--- src/rtl/noc_rr_arbiter_pkg.sv ---
// Shared definitions for the NoC output-port arbiter: state decode names,
// router port indices and default parameter values.
package noc_arb_pkg;

   // State is decoded from the owner/rts registers; it is never stored.
   typedef enum logic [1:0] {
      IDLE = 2'd0,
      WAIT = 2'd1,
      XFER = 2'd2,
      GAP  = 2'd3
   } arb_state_e;

   localparam int LOCAL = 0;
   localparam int NORTH = 1;
   localparam int EAST  = 2;
   localparam int WEST  = 3;
   localparam int SOUTH = 4;

   localparam int DEFAULT_NUM_PORTS = 5;
   localparam int DEFAULT_MAX_BURST = 8;

endpackage

--- src/rtl/noc_rr_arbiter_if.sv ---
// Arbiter handshake bundle: requests and downstream DCTS in, flit strobes,
// crossbar select and RTS out. The slave modport is the arbiter side.
interface noc_rr_arbiter_if
   import noc_arb_pkg::*;
#(
   parameter int NUM_PORTS = DEFAULT_NUM_PORTS
);
   logic [NUM_PORTS-1:0] req;
   logic                 dcts;
   logic [NUM_PORTS-1:0] grant;
   logic [NUM_PORTS-1:0] xbar_sel;
   logic                 rts;

   modport master (
      output req,
      output dcts,
      input  grant,
      input  xbar_sel,
      input  rts
   );

   modport slave (
      input  req,
      input  dcts,
      output grant,
      output xbar_sel,
      output rts
   );
endinterface

--- src/rtl/noc_rr_arbiter_rr_pick.sv ---
// Rotating priority search: returns the first requesting port found when
// scanning upward from start_i, wrapping modulo NUM_PORTS. Outputs are zero
// when vld_i is low.
module rr_pick #(
   parameter int NUM_PORTS = 5
) (
   input  logic [NUM_PORTS-1:0]         req_i,
   input  logic [$clog2(NUM_PORTS)-1:0] start_i,
   input  logic                         vld_i,
   output logic [NUM_PORTS-1:0]         win_o,
   output logic                         any_o
);

   // Scan from the start index; the first hit wins, so the result is one-hot.
   always_comb begin
      int  idx;
      logic found;
      win_o = '0;
      found = 1'b0;
      idx   = 0;
      if (vld_i) begin
         for (int i = 0; i < NUM_PORTS; i++) begin
            idx = (int'(start_i) + i) % NUM_PORTS;
            if (req_i[idx] && !found) begin
               win_o[idx] = 1'b1;
               found      = 1'b1;
            end
         end
      end
      any_o = found;
   end

endmodule

--- src/rtl/noc_rr_arbiter.sv ---
// Sticky round-robin output-port arbiter with RTS/DCTS flit handshake.
// Define ARB_BURST_LIMIT_EN to cap consecutive transfers to one owner at
// MAX_BURST before the owner drops to lowest priority.
//
// state | meaning
// IDLE  | no owner, rts low
// WAIT  | owner held, rts high, downstream not ready
// XFER  | rts and dcts high, one flit moves this cycle
// GAP   | owner held, rts low for one cycle after a transfer
module noc_rr_arbiter
   import noc_arb_pkg::*;
#(
   parameter int NUM_PORTS = DEFAULT_NUM_PORTS,
   parameter int MAX_BURST = DEFAULT_MAX_BURST
) (
   input logic             clk,
   input logic             rst,
   noc_rr_arbiter_if.slave arb_if
);

   localparam int IDX_W = $clog2(NUM_PORTS);

   logic [NUM_PORTS-1:0] owner_q, owner_d;
   logic                 rts_q, rts_d;
   arb_state_e           state;
   logic [IDX_W-1:0]     owner_idx;
   logic [IDX_W-1:0]     next_idx;
   logic [IDX_W-1:0]     start_idx;
   logic                 pick_vld;
   logic [NUM_PORTS-1:0] pick_win;
   logic                 pick_any;
   logic                 at_limit;

`ifdef ARB_BURST_LIMIT_EN
   localparam int CNT_W = (MAX_BURST > 1) ? $clog2(MAX_BURST) : 1;
   logic [CNT_W-1:0] cnt_q, cnt_d;
   assign at_limit = (cnt_q == CNT_W'(MAX_BURST - 1));
`else
   assign at_limit = 1'b0;
`endif

   // Decode the handshake phase from the owner/rts registers and dcts.
   always_comb begin
      if (owner_q == '0)   state = IDLE;
      else if (!rts_q)     state = GAP;
      else if (arb_if.dcts) state = XFER;
      else                 state = WAIT;
   end

   // Convert the one-hot owner to an index and its wrapped successor.
   always_comb begin
      owner_idx = '0;
      for (int i = 0; i < NUM_PORTS; i++) begin
         if (owner_q[i]) owner_idx = IDX_W'(i);
      end
      next_idx = (owner_idx == IDX_W'(NUM_PORTS - 1)) ? '0 : owner_idx + IDX_W'(1);
   end

   // From IDLE the search is fixed priority from Local; after a transfer it
   // starts at the owner (sticky) unless the burst cap pushes it past.
   assign pick_vld  = (state == IDLE) || (state == XFER);
   assign start_idx = (state == XFER) ? (at_limit ? next_idx : owner_idx) : IDX_W'(LOCAL);

   rr_pick #(
      .NUM_PORTS(NUM_PORTS)
   ) u_pick (
      .req_i  (arb_if.req),
      .start_i(start_idx),
      .vld_i  (pick_vld),
      .win_o  (pick_win),
      .any_o  (pick_any)
   );

   // State register: owner, rts and (optionally) burst count.
   always_ff @(posedge clk) begin
      if (rst) begin
         owner_q <= '0;
         rts_q   <= 1'b0;
`ifdef ARB_BURST_LIMIT_EN
         cnt_q   <= '0;
`endif
      end else begin
         owner_q <= owner_d;
         rts_q   <= rts_d;
`ifdef ARB_BURST_LIMIT_EN
         cnt_q   <= cnt_d;
`endif
      end
   end

   // Next-state logic; WAIT holds everything because rts is never retracted.
   always_comb begin
      owner_d = owner_q;
      rts_d   = rts_q;
`ifdef ARB_BURST_LIMIT_EN
      cnt_d   = cnt_q;
`endif
      case (state)
         IDLE: begin
            if (pick_any) begin
               owner_d = pick_win;
               rts_d   = 1'b1;
            end
`ifdef ARB_BURST_LIMIT_EN
            cnt_d = '0;
`endif
         end
         WAIT: begin
            owner_d = owner_q;
         end
         XFER: begin
            owner_d = pick_win;
            rts_d   = 1'b0;
`ifdef ARB_BURST_LIMIT_EN
            if (at_limit || (pick_win != owner_q)) cnt_d = '0;
            else                                   cnt_d = cnt_q + CNT_W'(1);
`endif
         end
         GAP: begin
            rts_d = 1'b1;
         end
         default: begin
            owner_d = '0;
            rts_d   = 1'b0;
         end
      endcase
   end

   // Outputs: grant strobes only in a transfer cycle and never during reset.
   always_comb begin
      arb_if.grant    = owner_q & {NUM_PORTS{(state == XFER) && !rst}};
      arb_if.xbar_sel = owner_q;
      arb_if.rts      = rts_q;
   end

endmodule

--- src/flat_wrapper.sv ---
// flat-port wrapper written by rule: the top's interface ports become plain ports
module noc_rr_arbiter_flat import noc_arb_pkg::*;
#(
   parameter int NUM_PORTS = DEFAULT_NUM_PORTS,
   parameter int MAX_BURST = DEFAULT_MAX_BURST
)
  (clk, rst, arb_if_req, arb_if_dcts, arb_if_grant, arb_if_xbar_sel, arb_if_rts);
  noc_rr_arbiter_if #(.NUM_PORTS(NUM_PORTS)) arb_if_i ();
  input logic clk;
  input logic rst;
  input wire logic [$bits(arb_if_i.req)-1:0] arb_if_req;
  input wire logic [$bits(arb_if_i.dcts)-1:0] arb_if_dcts;
  output wire logic [$bits(arb_if_i.grant)-1:0] arb_if_grant;
  output wire logic [$bits(arb_if_i.xbar_sel)-1:0] arb_if_xbar_sel;
  output wire logic [$bits(arb_if_i.rts)-1:0] arb_if_rts;
  assign arb_if_i.req = arb_if_req;
  assign arb_if_i.dcts = arb_if_dcts;
  assign arb_if_grant = arb_if_i.grant;
  assign arb_if_xbar_sel = arb_if_i.xbar_sel;
  assign arb_if_rts = arb_if_i.rts;
  noc_rr_arbiter #(.NUM_PORTS(NUM_PORTS), .MAX_BURST(MAX_BURST)) u_core (.clk(clk), .rst(rst), .arb_if(arb_if_i));
endmodule
--- config.mk ---
export PLATFORM = sky130hd
export DESIGN_NAME = noc_rr_arbiter_flat
export DESIGN_NICKNAME = d
export VERILOG_FILES = /design/src/rtl/noc_rr_arbiter_pkg.sv /design/src/rtl/noc_rr_arbiter_if.sv /design/src/rtl/noc_rr_arbiter_rr_pick.sv /design/src/rtl/noc_rr_arbiter.sv /design/src/flat_wrapper.sv
export SDC_FILE = /design/constraint.sdc
export NUM_CORES = 1
export LEC_CHECK = 0
export CAP_MARGIN = 0
export CORE_ASPECT_RATIO = 0.8
export CORE_MARGIN = 1.5
export CORE_UTILIZATION = 55
export CTS_CLUSTER_DIAMETER = 80
export CTS_CLUSTER_SIZE = 16
export DETAILED_ROUTE_END_ITERATION = 8
export PLACE_DENSITY = 0.78
export SLEW_MARGIN = 10
export SYNTH_ARGS = -nofsm -noshare
export SYNTH_HDL_FRONTEND = slang
export SYNTH_SLANG_ARGS = --single-unit
--- constraint.sdc ---
create_clock -name clk -period 8.3 [get_ports clk]
set_clock_uncertainty 0.15 [all_clocks]
set_input_delay 0.83 -clock clk [delete_from_list [all_inputs] [get_ports clk]]
set_output_delay 0.83 -clock clk [all_outputs]
set_load 0.05 [all_outputs]
* Yosys cells after proc, flatten, opt, wreduce, memory -nomap -nowiden
Cells that the tools add are included.
** Operators by class
- $add $sub $neg :: 4
- Divide/modulo/power cells :: 5
- Order comparisons :: 10
- Equality and inequality tests :: 3
- Multiplexer cells :: 57
- Bitwise gates (word level) :: 5
- Reduce and logical (&&, ||, !) cells :: 22
** Operator list (count)
- $ge 32x1->1 const B :: 5
- $lt 32x5->1 const B :: 5
- $mod 32x4->32 const B :: 4
- $mux 5 :: 11
- $mod 4x4->32 const B :: 1
- $mux 1 :: 27
- $or 5x5->5 :: 4
- $bmux 1 s3 :: 5
- $demux 1 s3 :: 5
- $logic_and 1x1->1 :: 10
- $mux 2 :: 5
- $pmux 5 s2 :: 1
- $add 3x2->4 const B :: 2
- $mux 3 :: 2
- $and 5x5->5 :: 1
- $logic_not 1->1 :: 5
- $logic_not 5->1 :: 1
- $add 3x1->4 const B :: 1
- $add 3x3->4 const B :: 1
- $eq 2x2->1 const B :: 2
- $reduce_and 2->1 :: 2
- $pmux 1 s3 :: 1
- $reduce_bool 3->1 :: 1
- $logic_not 2->1 :: 1
- 3 further kinds :: 3
** Word-level totals
- Register bits after elaboration :: 6
- Input bits :: 8

* Longest topological paths before layout
- Depth in word-level cells :: 29
- Depth in mapped cells :: 25
- Gate-level depth less buffers :: 20

* Modules after synthesis
A second synthesis with hierarchy kept.
** Unflattened totals
- Cell total of the unflattened synthesis :: 402
- Area, all modules :: 2808.9 sq um
** Modules (own cells, without submodules)
- rr_pick :: instances 1, cells an instance 352, area an instance 2423.6 sq um, seq. area each 0.0 sq um
- noc_rr_arbiter :: instances 1, cells an instance 50, area an instance 385.4 sq um, seq. area each 120.1 sq um

* Least setup slack after synthesis
OpenSTA, ideal clock, no wires.
- Path kind :: input port to flip-flop
- Start point :: in arb_if_dcts
- End point :: reg u_core.owner_q[2] (netlist: u_core.arb_if.xbar_sel[2])
- Library setup time :: 0.095 ns
- Arrival :: 5.734 ns
- Path slack :: 2.321 ns
- Cell stages on the path :: 24
- Path buffers :: 5
- Path through :: and3b_1 buf_6 o21ai_4 buf_2 buf_1 ha_1 inv_1 ha_1 buf_6 inv_1 ha_1 o31ai_2 xnor2_2 clkinv_1 ha_1 clkbuf_1 or3_2 a221oi_1 mux2i_1 o32a_1 a211o_1 o31ai_4 a31oi_1 a221oi_1
** Between the ends
- Cells in the longest elaborated chain, start to end :: 29
** RTL lines
- from (decl) :: RTL line flat_wrapper.sv:12 : input wire logic [$bits(arb_if_i.dcts)-1:0] arb_if_dcts;
- $mux 2 * :: RTL line noc_rr_arbiter.sv:46 : else if (arb_if.dcts) state = XFER;
- $mux 2 * :: RTL line noc_rr_arbiter.sv:45 : else if (!rts_q) state = GAP;
- $mux 2 * :: RTL line noc_rr_arbiter.sv:44 : if (owner_q == '0) state = IDLE;
- parallel branches: the longest is 26 deep, another holds $mod 32x4->32
- to (signal assigned) :: RTL line noc_rr_arbiter.sv:83 : owner_q <= owner_d;
- to (decl) :: RTL line noc_rr_arbiter.sv:23 : logic [NUM_PORTS-1:0] owner_q, owner_d;
Every way passes the cells marked *. The select of a mux whose other input is x is not followed.
A chain may end at the register's enable or synchronous reset.

* Worst setup path in the final report
- Start point :: in arb_if_dcts
- End point :: reg u_core.owner_q[4] (netlist: u_core.arb_if.xbar_sel[4])
Same word-level chain as after synthesis.

==> impl_metrics.ini <==
[drt]
route.layer.met1.wl_mm = 3.24
avgViaCountPerCell = 6.76
wl_met2_mm = 3.02
route.vias.total = 2656
wl_met3_um = 642
final_antenna_net_count = 0
route.top_layer_used = met4
drc = 0
routed_wire_length_per_instance_um = 17.8
detailedRoute.firstPassIterationCount = 5
finalWirelength_mm = 6.99
detailedRoute.firstIterationViolations = 205

[yosys]
yosys.area_share.xor_xnor_pct = 2.80
synth_warn = 0
synth.area.mux_share_pct = 5.50
synth-edff-count = 0
synth_top_family_by_area = compound AO/OA/AOI/OAI gates
synthSimpleGateAreaFrac_pct = 25.8
post_synth.cell_area_avg_um2 = 7.28
post_synth_instance_area_um2 = 2410
seq_area_frac_synth_pct = 4.98
synth_area_leader_cell = sky130_fd_sc_hd__ha_1
ff_latch_count_synth = 6
synth_async_sr_flop_share_pct = 0
syn-num-nets = 365
post_synth_num_cell_types = 85
adder_and_majority_gate_portion_of_the_synthesized_area_pct = 13.5
synth.area.top_cells = sky130_fd_sc_hd__ha_1 (13%), sky130_fd_sc_hd__dfxtp_1 (5.0%), sky130_fd_sc_hd__mux2i_1 (4.6%)
synth_largest_type_area_fraction_pct = 13.5
ys_top_cells_by_count = sky130_fd_sc_hd__inv_1 (28), sky130_fd_sc_hd__nand2_1 (28), sky130_fd_sc_hd__ha_1 (26)
ys_dominant_reg_cell = sky130_fd_sc_hd__dfxtp_1
syn_inst = 331
post_synthesis_compound_gate_area_fraction_pct = 38.2

[critical_path]
cp_top_family = compound AO/OA/AOI/OAI gates
timing.critical_path.slowest_cell_delay_ns = 0.57
worstPathArrival_ns = 6.45
timing.critical_path.buf_inv = 3
cp.required_ns = 8.28
critPathSlowestCell = sky130_fd_sc_hd__ha_1
crit_path_cell_trace = clkdlybuf4s50_1 > and3b_1 > o21ai_4 > ha_1 > inv_1 > ha_1 > o31ai_2 > xnor2_2 > clkinv_1 > ha_1 > or3_2 > a221oi_1 > mux2i_1 > o32a_1 > a211o_1 > o31ai_4 > a221oi_2 > a221oi_1
critical_path.most_common_cell = sky130_fd_sc_hd__ha_1
crit_type = input port to flop
timing.critical_path.from_type = input port
critical_path_peak_fanout = 25
timing.critical_path.to_type = flop

[cts]
worst_path_clk_slew_ns = 0.04
cts_hold_buffers = 0
cts_max_path_buffers = 2
post-cts-setup-buffer-count = 0
clockRootBuffer = sky130_fd_sc_hd__clkbuf_8
cts_tree = done
insertion_delay_ns = 0.24
clock_sink_count = 6
htree_num_levels = 1
post_cts_resize_count = 0
cts_buffers = 3

[timing]
finalHoldViolCount = 0
fin_crit_sh_pct = 78.0
worstMarginPinSlew_ns = 0.764
timing.slew.headroom_pct = 49.0
final-setup-viol-count = 0
holdWs_ns = 0.435
tns_ns = 0
rsz0062_at_grt = false
timing.fmax_ghz = 0.154
post_route_setup_slack_ns = 1.82
timing_max_transition_violations_final = 0
fin_crit_ns = 6.48

[run_status]
status = finished, final reports clean

[global_route]
grt.overflow.total = 0
grt_max_degree = 26
grt_first_pass_wirelength_mm = 11.6
track_usage_pct = 29.4
first_global_vias = 2312
grt_antenna_before_repair = 0

[cells_and_area]
num_antenna_cells = 0
net_total_in_the_final_layout = 372
fraction_of_final_layout_cells_sized_beyond_drive_strength_1_pct = 9.82
area.growth.synth_to_final_pct = 8.51
final-instance-count-excl-fill = 393

[pwr]
leakage_dissipation_nw = 1.08
total_power_draw_mw = 0.584
power_per_cell_area_nw_per_um2 = 223
worst_ir_drop_vdd_uv = 102

[die]
fp.dieH_um = 62.2
floorplan.rows = 21
die_width_um = 77.0
dieArea_um2 = 4790
initial_core_util_pct = 57.4
core_region_area_um2 = 4200
floorplan.io_pins = 19

[placed_design]
hpwl_mm = 5.29
gp_congestion = 0.972
place_inst = 390
detailedPlace.worstSlack_ns = 1.69
port_buffers = 18

[run]
maxCapViolCount = 0

[min_path]
hold_path.class = flop to flop
[kinds of logic after synthesis]
| kind of cell | after synthesis |
|---|---|
| flops | 6 |
| buf+inv | 49 |
| compound gates | 112 |
| mux | 13 |
| simple gates | 119 |
| fa+ha+maj | 26 |
| xor+xnor | 6 |
[area by class of cell]
| type | instances | area, µm² |
|---|---|---|
| Sequential cell | 6 | 120 |
| Timing Repair Buffer | 20 | 195 |
| Fill cell | 385 | 1590 |
| Inverter | 31 | 119 |
| Clock buffer | 3 | 41.3 |
| Multi-Input combinational cell | 276 | 2070 |
| Tap cell | 57 | 71.3 |
[stage by stage]
step / cell area (µm²) / utilization (%)
after floorplan: 2410 / -
after global routing: 2620 / 62.2
after detailed placement: 2570 / 61.3
final: 2620 / 62.2
after global placement: 2570 / 61.3
after CTS: 2620 / 62.2
[cell usage in the layout, fill, tap and decap left out, types with 3 or more instances in the layout]
master                            synthesis  layout
sky130_fd_sc_hd__a211oi_1                 5       5
sky130_fd_sc_hd__a21o_1                   3       3
sky130_fd_sc_hd__a21oi_1                 16      16
sky130_fd_sc_hd__a221oi_1                 4       4
sky130_fd_sc_hd__a22oi_1                  3       3
sky130_fd_sc_hd__a311oi_1                 4       4
sky130_fd_sc_hd__a31oi_1                  8       8
sky130_fd_sc_hd__and3_1                   4       4
sky130_fd_sc_hd__clkbuf_8                 0       3
sky130_fd_sc_hd__clkdlybuf4s50_1          0      18
sky130_fd_sc_hd__dfxtp_1                  6       6
sky130_fd_sc_hd__ha_1                    26      26
sky130_fd_sc_hd__inv_1                   28      28
sky130_fd_sc_hd__mux2i_1                 11      11
sky130_fd_sc_hd__nand2_1                 28      28
sky130_fd_sc_hd__nand2b_1                 6       6
sky130_fd_sc_hd__nand3_1                  9       9
sky130_fd_sc_hd__nand4_1                  4       4
sky130_fd_sc_hd__nor2_1                  24      24
sky130_fd_sc_hd__nor2b_1                  5       5
sky130_fd_sc_hd__nor3_1                  12      12
sky130_fd_sc_hd__nor3b_1                  4       4
sky130_fd_sc_hd__nor4_1                   3       3
sky130_fd_sc_hd__o211ai_1                 4       4
sky130_fd_sc_hd__o21ai_0                 14      14
sky130_fd_sc_hd__o21ai_1                  3       3
sky130_fd_sc_hd__o31ai_1                  5       5
sky130_fd_sc_hd__or3_1                    3       3
sky130_fd_sc_hd__xnor2_1                  4       4
[final timing paths]
kind / slack [ns] / endpoint / cells past startpoint / start
hold / removal: 0.43 / u_core.arb_if.xbar_sel[0] / 2 / u_core.arb_if.xbar_sel[0]
hold reg to reg: 0.43 / u_core.arb_if.xbar_sel[0] / 2 / u_core.arb_if.xbar_sel[0]
setup reg to reg: 2.23 / u_core.arb_if.xbar_sel[4] / 17 / u_core.arb_if.xbar_sel[1]
setup / recovery: 1.82 / u_core.arb_if.xbar_sel[4] / 18 / arb_if_dcts
[layer usage]
metal / GRT usage, % / vias to the layer above
met5: 0 / -
li1: - / 1260
met3: 4.85 / 8
met2: 45.5 / 155
met4: 5.68 / 0
met1: 42.8 / 1233
[where the power goes]
group | switching, mW | internal [mW]
sequential | 0.0188 | 0.0382
clock | 0.0165 | 0.0315
combinational | 0.306 | 0.173
total | 0.341 | 0.243
[registers in the layout, summed over array words and instances, names as in the netlist]
| signal | count |
|---|---|
| u_core.arb_if.xbar_sel | 5 |
| u_core.arb_if.rts | 1 |
[worst min-delay path, delay by kind of cell (launching register included)]
family / cells / cell delay [ns]
DFF: 1 / 0.34
and+or+nand+nor: 1 / 0.13
AOI/OAI and AO/OA: 1 / 0.06
No activity file was read; power rests on OpenSTA's default activity.
